<file path="src/rtl/if_pkg.sv">
// Shared types and constants for the instruction-fetch front end.
package if_pkg;

  localparam int XLEN   = 32;
  localparam int INST_W = 32;

  localparam logic [XLEN-1:0] RESET_PC_DEFAULT = 32'h0000_0000;

  typedef enum logic [1:0] {
    IDLE = 2'd0,
    REQ  = 2'd1,
    WAIT = 2'd2,
    HOLD = 2'd3
  } fetch_state_e;

  // Sequential successor address; wraps modulo 2^32 with no carry out.
  function automatic logic [XLEN-1:0] pc_plus4(input logic [XLEN-1:0] pc);
    return pc + 32'd4;
  endfunction

endpackage

</file>
<file path="src/rtl/if_fetch_unit_skid.sv">
// Decode-facing output register plus one skid entry.
// Flush empties both entries and takes priority over any consume or load.
module if_skid_buffer
  import if_pkg::*;
(
  input  logic              clk,
  input  logic              rst_n,
  input  logic              flush,
  input  logic              in_valid,
  output logic              in_ready,
  input  logic [INST_W-1:0] in_inst,
  input  logic [XLEN-1:0]   in_pc,
  output logic              out_valid,
  input  logic              out_ready,
  output logic [INST_W-1:0] out_inst,
  output logic [XLEN-1:0]   out_pc
);

  logic              out_valid_r;
  logic [INST_W-1:0] out_inst_r;
  logic [XLEN-1:0]   out_pc_r;
  logic              skid_valid_r;
  logic [INST_W-1:0] skid_inst_r;
  logic [XLEN-1:0]   skid_pc_r;
  logic              slot_free_s;

  assign slot_free_s = !out_valid_r || out_ready;
  assign in_ready    = !skid_valid_r;
  assign out_valid   = out_valid_r;
  assign out_inst    = out_inst_r;
  assign out_pc      = out_pc_r;

  // Output/skid entry update: flush, then drain skid, then accept new word.
  always_ff @(posedge clk or negedge rst_n) begin
    if (!rst_n) begin
      out_valid_r  <= 1'b0;
      out_inst_r   <= 32'h0000_0000;
      out_pc_r     <= 32'h0000_0000;
      skid_valid_r <= 1'b0;
      skid_inst_r  <= 32'h0000_0000;
      skid_pc_r    <= 32'h0000_0000;
    end else if (flush) begin
      out_valid_r  <= 1'b0;
      skid_valid_r <= 1'b0;
    end else if (skid_valid_r) begin
      if (out_ready) begin
        out_inst_r   <= skid_inst_r;
        out_pc_r     <= skid_pc_r;
        skid_valid_r <= 1'b0;
      end
    end else if (in_valid) begin
      if (slot_free_s) begin
        out_valid_r <= 1'b1;
        out_inst_r  <= in_inst;
        out_pc_r    <= in_pc;
      end else begin
        skid_valid_r <= 1'b1;
        skid_inst_r  <= in_inst;
        skid_pc_r    <= in_pc;
      end
    end else if (out_ready) begin
      out_valid_r <= 1'b0;
    end
  end

endmodule

</file>
<file path="src/rtl/if_fetch_unit.sv">
// Instruction-fetch front end: owns the PC, issues one outstanding fetch at a
// time and hands fetched words to decode, discarding stale ones on redirect.
module if_fetch_unit
  import if_pkg::*;
#(
  parameter logic [XLEN-1:0] RESET_PC = RESET_PC_DEFAULT
) (
  input  logic              clk,
  input  logic              rst_n,
  input  logic              redirect,
  input  logic [XLEN-1:0]   redirect_pc,
  output logic              im_req_valid,
  input  logic              im_req_ready,
  output logic [XLEN-1:0]   im_addr,
  input  logic              im_rsp_valid,
  input  logic [INST_W-1:0] im_rsp_data,
  output logic              if_valid,
  input  logic              if_ready,
  output logic [INST_W-1:0] if_inst,
  output logic [XLEN-1:0]   if_pc,
  output logic [XLEN-1:0]   if_pc4
);

  fetch_state_e    state_r, state_nxt_s;
  logic [XLEN-1:0] pc_r, pc_nxt_s, fetch_pc_r;
  logic            drop_r, drop_nxt_s;
  logic            out_valid_s, skid_free_s, slot_free_s;
  logic            req_valid_s, req_fire_s, flush_s, push_s;

  assign slot_free_s = !out_valid_s || if_ready;
  assign req_valid_s = (state_r == REQ) && slot_free_s && skid_free_s;
  assign req_fire_s  = req_valid_s && im_req_ready;
  assign flush_s     = redirect && (state_r != IDLE);
  assign push_s      = (state_r == WAIT) && im_rsp_valid && !drop_r && !flush_s;

  assign im_req_valid = req_valid_s;
  assign im_addr      = pc_r;
  assign if_valid     = out_valid_s;

  // Next-state, next-pc and stale-response tracking; redirect overrides all.
  always_comb begin
    state_nxt_s = state_r;
    pc_nxt_s    = pc_r;
    drop_nxt_s  = drop_r;
    if (flush_s) begin
      pc_nxt_s = redirect_pc;
      if (((state_r == WAIT) && !im_rsp_valid) || req_fire_s) begin
        drop_nxt_s  = 1'b1;
        state_nxt_s = WAIT;
      end else begin
        drop_nxt_s  = 1'b0;
        state_nxt_s = REQ;
      end
    end else begin
      case (state_r)
        IDLE: state_nxt_s = REQ;
        REQ: begin
          if (req_fire_s) state_nxt_s = WAIT;
          else            state_nxt_s = REQ;
        end
        WAIT: begin
          if (!im_rsp_valid) begin
            state_nxt_s = WAIT;
          end else if (drop_r) begin
            // Only one request can be in flight, so nothing new is pending.
            drop_nxt_s  = 1'b0;
            state_nxt_s = REQ;
          end else begin
            pc_nxt_s = pc_plus4(fetch_pc_r);
            if (slot_free_s) state_nxt_s = REQ;
            else             state_nxt_s = HOLD;
          end
        end
        HOLD: begin
          if (if_ready) state_nxt_s = REQ;
          else          state_nxt_s = HOLD;
        end
        default: state_nxt_s = IDLE;
      endcase
    end
  end

  // FSM, architectural pc, address of the in-flight fetch and drop flag.
  always_ff @(posedge clk or negedge rst_n) begin
    if (!rst_n) begin
      state_r    <= IDLE;
      pc_r       <= RESET_PC;
      fetch_pc_r <= RESET_PC;
      drop_r     <= 1'b0;
    end else begin
      state_r <= state_nxt_s;
      pc_r    <= pc_nxt_s;
      drop_r  <= drop_nxt_s;
      if (req_fire_s) fetch_pc_r <= pc_r;
    end
  end

  if_skid_buffer u_skid (
    .clk       (clk),
    .rst_n     (rst_n),
    .flush     (flush_s),
    .in_valid  (push_s),
    .in_ready  (skid_free_s),
    .in_inst   (im_rsp_data),
    .in_pc     (fetch_pc_r),
    .out_valid (out_valid_s),
    .out_ready (if_ready),
    .out_inst  (if_inst),
    .out_pc    (if_pc)
  );

  assign if_pc4 = pc_plus4(if_pc);

endmodule

</file>
<file path="config.mk">
export PLATFORM = sky130hd
export DESIGN_NAME = if_fetch_unit
export DESIGN_NICKNAME = d
export VERILOG_FILES = /design/src/rtl/if_pkg.sv /design/src/rtl/if_fetch_unit_skid.sv /design/src/rtl/if_fetch_unit.sv
export SDC_FILE = /design/constraint.sdc
export NUM_CORES = 1
export LEC_CHECK = 0
export CORE_MARGIN = 1
export CORE_UTILIZATION = 55
export CTS_CLUSTER_DIAMETER = 120
export DETAILED_ROUTE_END_ITERATION = 10
export GPL_TIMING_DRIVEN = 0
export PLACE_DENSITY_LB_ADDON = 0.1
export SYNTH_ARGS = -nofsm -noshare
export SYNTH_HDL_FRONTEND = slang
export SYNTH_SLANG_ARGS = --single-unit
</file>
<file path="constraint.sdc">
create_clock -name clk -period 3.8 [get_ports clk]
set_clock_uncertainty 0.2 [all_clocks]
set_input_delay 0.76 -clock clk [delete_from_list [all_inputs] [get_ports clk]]
set_output_delay 0.76 -clock clk [all_outputs]
set_load 0.02 [all_outputs]
</file>
# Word-level counts from Yosys, hierarchy flattened
# Index checks and enable logic that the tools add are counted.
# totals
ff_bits	197
input_bits	70
out_inout_bits	130
# op_classes
muxes	34
eq_ne	7
bitwise_logic	3
n_reduce_logical	27
add_sub_neg	2
# ops
operator	count
2-to-1 mux 32 bit	12
adder 32 x 3 -> 32 bit, second input constant	2
2-to-1 mux 1 bit	14
2-to-1 mux 2 bit	7
nonzero test 2 bit	5
logical AND 1 bit	8
case mux 2 bit (4 select lines)	1
AND reduction 4 bit	2
AND reduction 3 bit	2
zero test 1 bit	5
equality test 2 bit, second input constant	2
inequality test 2 bit, second input constant	2
inequality test 3 bit, second input constant	1
inverter 1 bit	3
nonzero test 3 bit	1
equality test 2 x 1 -> 1 bit, second input constant	1
zero test 2 bit	1
logical OR 1 bit	2
inequality test 2 x 1 -> 1 bit, second input constant	1
AND reduction 2 bit	1

# Longest topological paths before layout
# Gate-level depths: netlist (run 1).
# depth
ltp_word	8
depth_mapped	9
depth_no_buf	6

# Modules after synthesis
# From an unflattened synthesis (run 1), not the netlist that was laid out.
# unflattened
hier_cells	736
hier_area_um2	9429.0
# modules_own_cells
module	cells_each	area_each_um2	instances
if_skid_buffer	353	5629.1	1
if_fetch_unit	383	3799.9	1

# Worst setup path after synthesis (run 1)
# No wires, ideal clock.
# synth_path
path_type	flip-flop to output port
startpoint	register u_skid.out_pc_r[7] (netlist: u_skid.out_pc[7])
endpoint	output if_pc4[27]
n_path_buf	0
t_arrival_ps	2131
slack_ps	709
stages_incl_launch_ff	6
required_ps	2840
path_cell_list	dfrtp_1 -> and4_1 -> or4b_1 -> nor4_4 -> nand3_1 -> xnor2_1
# synth_via
elab_chain_len	1
# synth_lines
element	line	source
start, declared	if_fetch_unit_skid.sv:21	logic [XLEN-1:0] out_pc_r;
start signal, assigned	if_fetch_unit_skid.sv:48	out_pc_r <= skid_pc_r;
start signal, assigned	if_fetch_unit_skid.sv:55	out_pc_r <= in_pc;
adder 32 x 3 -> 32 bit	if_pkg.sv:18	return pc + 32'd4;
end, declared	if_fetch_unit.sv:21	output logic [XLEN-1:0] if_pc4
# Every way passes these cells.

# Worst setup path after layout (run 1)
# layout_path
startpoint	register u_skid.out_pc_r[8] (netlist: u_skid.out_pc[8])
endpoint	output if_pc4[23]
# The elaborated chain is that of the path after synthesis.

==> impl_metrics.py, run 1 <==
metrics = {
    "power_and_ir_drop": {
        "power.total_mw": 8.64,
        "peakVddDrop_v": 0.000401,
        "power.density_nw_per_um2": 719,
        "p_leak_nw": 5.22,
    },
    "global_routing": {
        "gr-total-overflow": 0,
        "antenna_found_initial": 0,
        "grt_max_degree": 117,
        "grt_pass1_vias": 6675,
        "grt_pass1_wl_um": 34700,
        "track_usage": 0.270,
    },
    "layout": {
        "fillers": 1163,
        "layout.nets": 1087,
        "stdcell_count": 1244,
        "drive_gt1_frac": 0.144,
        "seq_area_um2": 4930,
        "diodes": 0,
        "utilization": 0.751,
        "syn2layout_area_growth_pct": 32.1,
        "multiInputGateArea_um2": 3910,
    },
    "logic_synthesis": {
        "synth_top_area_share": 0.542,
        "async_reset_ff_frac": 1.00,
        "synth_area_leaders": "dfrtp_1 54%, mux2_2 9.9%, mux2i_1 7.2%",
        "synthCells": 790,
        "avgSynthCellArea_um2": 11.5,
        "synth_enable_flop_cells": 0,
        "ys_warn_count": 0,
        "syn_area_um2": 9100,
        "synth_top_area_cell": "dfrtp_1",
        "seq_area_frac_synth": 0.542,
        "synth_commonest_cells": "197 x dfrtp_1, 96 x o21ai_0, 83 x nand2_1",
        "ys_ff_latch": 197,
        "synthDistinctLibCells": 38,
        "synth_nets": 862,
        "yosysMostFrequentCell": "dfrtp_1",
        "synthFlopType": "dfrtp_1",
    },
    "floorplanning": {
        "core-area_um2": 16000,
        "core.rowCount": 46,
        "die_y_um": 131,
        "num_io_pins": 200,
        "dieArea_um2": 17100,
        "start_util": 0.569,
        "die_width_um": 131,
    },
    "routing": {
        "topRoutingLayerUsed": "met4",
        "wl_met3_um": 1300,
        "ant_nets": 0,
        "routedWlPerCell_um": 18.0,
        "wirelength_um": 22500,
        "via_per_inst": 5.54,
        "vias": 6896,
        "drtIter0Drc": 435,
        "drtPass1Iterations": 5,
        "m1WireLength_um": 9900,
        "route.met2.wl_um": 11000,
        "drc_errors": 0,
    },
    "place": {
        "gp_congestion": 0.790,
        "dpl_worst_slack_ns": 0.114,
        "placed_cells": 1206,
        "dp_hpwl_um": 15800,
        "portBuffers": 199,
    },
    "critical_path": {
        "cp-start-kind": "flip-flop",
        "r2r_cells": 7,
        "crit_fanout": 6,
        "critPathKind": "reg2out",
        "end_kind": "output port",
        "cp.required_ns": 2.84,
        "critPathArrivalTime_ns": 2.76,
        "startpoint": "u_skid.out_pc[8]",
        "r2r_start": "state_r[0]",
    },
    "clock_network": {
        "clk_latency_ns": 0.43,
        "cts.path.max_buffers": 2,
        "numCtsBuffers": 17,
        "htree_levels": 4,
        "cts_sinks": 197,
        "cts-root-buf": "clkbuf_16",
        "path_clk_slew_ns": 0.07,
        "cts-hold-fix-buffers": 0,
        "cts_tree": "yes",
    },
    "timing": {
        "worstMarginPinSlew_ns": 0.853,
        "finalCritPeriodShare": 0.980,
        "period_needed_ns": 3.72,
        "setup_tns_ns": 0,
        "rsz0062_at_grt": "true",
        "max_freq_mhz": 268,
        "hold_viol": 0,
        "drv_slew": 0,
        "slew_headroom": 0.430,
        "fin_ws_ns": 0.0754,
        "setup_viol": 0,
    },
    "flow_run": {
        "maxCapViolations": 0,
    },
    "min_path": {
        "hp-class": "in2async",
    },
    "outcome": {
        "status": "finished clean",
    },
}
-- report_power, final --
part | total, mW | internal [mW] | switching, mW
sequential | 3.47 | 2.74 | 0.728
clock | 1.71 | 0.873 | 0.835
combinational | 3.46 | 1.72 | 1.74
-- final timing paths --
kind | endpoint | slack, ns
setup / recovery | if_pc4[23] | 0.08
hold / removal | u_skid.out_pc[15] | 0.12
setup reg to reg | u_skid.skid_pc_r[11] | 0.99
hold reg to reg | u_skid.out_inst[27] | 0.28
max in group asynchronous | u_skid.out_inst[15] | 2.30
min in group clk | u_skid.out_inst[27] | 0.28
-- layout by cell type, fill, tap and decap left out, types with 2 or more instances in the layout --
cell type	netlist	final
o22ai_1	4	4
clkbuf_16	0	17
nand2b_1	3	3
a22oi_1	26	26
dfrtp_1	197	194
and3_1	8	8
clkinv_2	0	2
nand3_1	32	31
clkbuf_1	30	30
buf_1	4	4
xor2_1	20	20
buf_4	2	9
mux2_1	14	14
dfrtp_2	0	3
xnor2_1	36	36
nor4_1	4	4
inv_6	0	7
clkinv_4	0	4
mux2_2	80	80
buf_6	6	6
o21a_1	3	3
a21oi_1	3	3
clkdlybuf4s50_1	0	186
a221o_1	3	3
nand2_1	83	83
nor4_4	2	2
o21ai_0	96	96
inv_1	12	12
and4_1	3	2
buf_2	5	6
nor3_1	3	3
nand4_1	13	13
nor2_1	22	20
ha_1	2	2
dlymetal6s2s_1	0	8
mux2i_1	65	65
-- worst max-delay path: stages, from the launching register on --
cell and delay (ns):
dfrtp_2 0.42, and4_4 0.25, or4b_4 0.55, nor2_2 0.24, nand2_1 0.11, xnor2_1 0.14
clkdlybuf4s50_1 0.62
-- through the flow --
step	cell area, um2	hold WS (ns)
6_report	12000	0.121
5_1_grt	12000	0.158
4_1_cts	12000	0.133
3_5_place_dp	11400	0.273
3_3_place_gp	11400	0.261
2_1_floorplan	9100	0.258
-- registers in the layout (all words and copies together), names as in the netlist --
signal,flops
fetch_pc_r,32
u_skid.skid_valid_r,1
drop_r,1
im_addr,32
u_skid.skid_inst_r,32
u_skid.out_valid,1
u_skid.out_inst,32
u_skid.out_pc,32
state_r,2
u_skid.skid_pc_r,32
-- kinds of logic (layout without fill, tap and decap cells) --
group                      count (synthesis)  in the layout  synth area share
xor gates and xnor gates                  56             56            0.0539
AOI/OAI and AO/OA                        138            138            0.0869
adders and majority gates                  2              2           0.00275
muxes                                    159            159             0.188
and+or+nand+nor                          179            179            0.0960
DFF                                      197            197             0.542
buffers and inverters                     59            297            0.0308
-- timing repair --
item	CTS	global route
setup endpoints to repair	15	16
gates resized for setup	12	21
pin swaps	2	0
setup buffers	3	3
-- cell type report --
| class | count | area share |
|---|---|---|
| multi-input cells | 534 | 0.325 |
| clock buffers | 18 | 0.0365 |
| flip-flops and latches | 197 | 0.410 |
| clock inverters | 14 | 0.00947 |
| well taps | 216 | 0.0225 |
| plain buffers | 47 | 0.0196 |
| repair buffers | 206 | 0.173 |
| inverters | 12 | 0.00375 |
-- per-layer routing --
layer / vias to the layer above / track usage
li1: 3247 / -
met1: 3425 / 0.373
met2: 199 / 0.444
met3: 25 / 0.0497
met4: 0 / 0.0669
met5: - / 0
No activity file was read; power rests on OpenSTA's default activity.
==> inputs of run 2 (changes only) <==
Settings changed: SYNTH_HIERARCHICAL set to 1.
==> impl_metrics.py, run 2 <==
metrics = {
    "timing": {
        "max_freq_mhz": 272,
        "drv_slew": 0,
        "period_needed_ns": 3.68,
        "slew_headroom": 0.442,
        "setup_viol": 0,
        "rsz0062_at_grt": "false",
        "hold_viol": 0,
        "finalCritPeriodShare": 0.968,
        "worstMarginPinSlew_ns": 0.837,
    },
    "power_and_ir_drop": {
        "sw_frac_of_total": 0.367,
        "p_switching_mw": 3.20,
        "power.density_nw_per_um2": 703,
        "peakVddDrop_v": 0.000378,
        "p_int_mw": 5.52,
        "seqPwrFrac": 0.405,
        "pwr-share-clk": 0.208,
        "combinationalPowerShare": 0.386,
        "p_leak_nw": 5.54,
    },
    "clock_network": {
        "cts-root-buf": "clkbuf_16",
        "cts_sinks": 197,
        "htree_levels": 4,
        "clk_latency_ns": 0.43,
        "cts-hold-fix-buffers": 0,
        "cts_tree": "yes",
        "path_clk_slew_ns": 0.07,
        "cts.path.max_buffers": 2,
        "numCtsBuffers": 17,
    },
    "critical_path": {
        "end_kind": "output port",
        "path_cells": "nand3_2 -> or4_4 -> nor2_1 -> nand2_1 -> xnor2_1 -> clkdlybuf4s50_1",
        "cp-start-kind": "flip-flop",
        "critPathArrivalTime_ns": 2.72,
        "cpPeakStageDelay_ns": 0.63,
        "critPathKind": "reg2out",
        "cp.required_ns": 2.84,
        "cp_slowest_cell": "clkdlybuf4s50_1",
        "startpoint": "u_skid/out_pc[7]",
        "r2r_start": "state_r[0]",
        "crit_fanout": 6,
    },
    "logic_synthesis": {
        "avgSynthCellArea_um2": 12.8,
        "synth_top_area_share": 0.523,
        "synth_top_area_cell": "dfrtp_1",
        "ys_ff_latch": 197,
        "async_reset_ff_frac": 1.00,
        "synthCells": 736,
        "yosysMostFrequentCell": "mux2_2",
        "synth_nets": 808,
        "ys_warn_count": 6,
        "synth_area_leaders": "dfrtp_1 52%, mux2_2 26%, xnor2_1 2.7%",
        "synthFlopType": "dfrtp_1",
        "synth_commonest_cells": "215 x mux2_2, 197 x dfrtp_1, 35 x nand2_1",
        "syn_area_um2": 9430,
        "synthDistinctLibCells": 45,
        "synth_enable_flop_cells": 0,
        "seq_area_frac_synth": 0.523,
    },
    "routing": {
        "via_per_inst": 5.72,
        "vias": 6820,
        "routedWlPerCell_um": 18.9,
        "ant_nets": 0,
        "drtPass1Iterations": 5,
        "wirelength_um": 22600,
        "drc_errors": 0,
        "drtIter0Drc": 463,
    },
    "floorplanning": {
        "die_y_um": 133,
        "start_util": 0.567,
        "dieArea_um2": 17700,
        "core.rowCount": 47,
        "core-area_um2": 16600,
        "die_width_um": 133,
        "num_io_pins": 200,
    },
    "layout": {
        "diodes": 0,
        "final_cell_mix": "215 x mux2_2, 195 x dfrtp_1, 184 x clkdlybuf4s50_1, 35 x nand2_1, 29 x xnor2_1",
        "syn2layout_area_growth_pct": 31.4,
        "layout_commonest_cell": "mux2_2",
        "drive_gt1_frac": 0.299,
        "fin_area_um2": 12400,
        "layout.nets": 1032,
        "fillers": 1088,
        "stdcell_count": 1193,
    },
    "global_routing": {
        "antenna_found_initial": 0,
        "gr-total-overflow": 0,
        "track_usage": 0.264,
        "grt_pass1_wl_um": 36600,
        "grt_max_degree": 104,
        "grt_pass1_vias": 6937,
    },
    "outcome": {
        "status": "finished clean",
    },
    "place": {
        "gp_congestion": 0.890,
        "dp_hpwl_um": 16300,
        "portBuffers": 199,
        "post_dp_cell_area_um2": 11700,
        "placed_cells": 1156,
    },
    "flow_run": {
        "maxCapViolations": 0,
    },
    "min_path": {
        "hp-class": "in2async",
    },
}
[run 2: cell types whose count changed after synthesis, sizes merged, moves of 6 or more]
cell / previous run / this run
o21ai: 96 / 32
mux2: 94 / 224
and3: 8 / 15
xnor2: 36 / 29
nand2: 83 / 35
xor2: 20 / 26
mux2i: 65 / 0
nand4: 13 / 19
clkbuf: 30 / 17
[run 2: timing repair]
item	CTS	global route
buffers inserted	3	2
pin swaps	1	2
resized for setup	17	6
setup endpoints to repair	11	70
[run 2: final cells by class]
| class | count | area, um2 | share of cell area |
|---|---|---|---|
| Buffer | 37 | 206 | 0.0167 |
| Clock buffer | 20 | 457 | 0.0369 |
| Clock inverter | 12 | 143 | 0.0115 |
| Inverter | 9 | 33.8 | 0.00273 |
| Multi-Input combinational cell | 493 | 4290 | 0.346 |
| Sequential cell | 197 | 4930 | 0.398 |
| Tap cell | 220 | 275 | 0.0222 |
| Timing Repair Buffer | 205 | 2050 | 0.166 |
[run 2: kinds of logic after synthesis]
kind of cell,Yosys count,synth area share
AOI/OAI and AO/OA,68,0.0453
muxes,224,0.268
DFF,197,0.523
adders and majority gates,2,0.00265
and+or+nand+nor,144,0.0853
buffers and inverters,46,0.0253
xor gates and xnor gates,55,0.0511
[run 2: final timing paths]
check,endpoint,slack [ns],cells after the start
max in group asynchronous,u_skid/out_inst[12],2.32,2
worst min-delay path,im_addr[5],0.14,1
worst max-delay path,if_pc4[19],0.12,6
worst max register to register,u_skid/out_pc[21],0.54,8
worst min register to register,u_skid/skid_pc_r[9],0.28,1
min in group clk,u_skid/skid_pc_r[9],0.28,1
[run 2: metrics by stage]
stage                     worst slack, ns  setup TNS (ns)   util  power, mW  hold WS, ns
after global placement              -5.96        -1196.21  0.703       6.83        0.264
after CTS                         -0.0114         -0.0114  0.743       8.75        0.174
after detailed placement           -0.330          -26.35  0.705       6.94        0.274
after global routing              0.00295               0  0.745       9.11        0.200
final                               0.120               0  0.745       8.72        0.140
after floorplan                     0.756               0      -       5.18        0.252
[run 2: critical path, delay by kind of cell, from the launching register on]
kind,cells,cell delay (ns)
simple gates,4,1.06
buf+inv,1,0.63
flops,1,0.46
xor+xnor,1,0.15
[run 2: metal layers]
| layer | wire [um] | global-route usage | share of wire |
|---|---|---|---|
| met1 | 10000 | 0.364 | 0.44 |
| met4 | 320 | 0.0824 | 0.014 |
| met3 | 1360 | 0.0552 | 0.060 |
| met2 | 10900 | 0.420 | 0.48 |
| met5 | 0 | 0 | 0 |
[run 2: power groups by stage]
stage | Combinational, mW | Clock [mW] | Sequential (mW)
2_1_floorplan | 1.37 | 0 | 3.81
3_3_place_gp | 3.35 | 0 | 3.49
3_5_place_dp | 3.41 | 0 | 3.54
4_1_cts | 3.39 | 1.85 | 3.51
5_1_grt | 3.56 | 1.92 | 3.64
6_report | 3.37 | 1.82 | 3.53
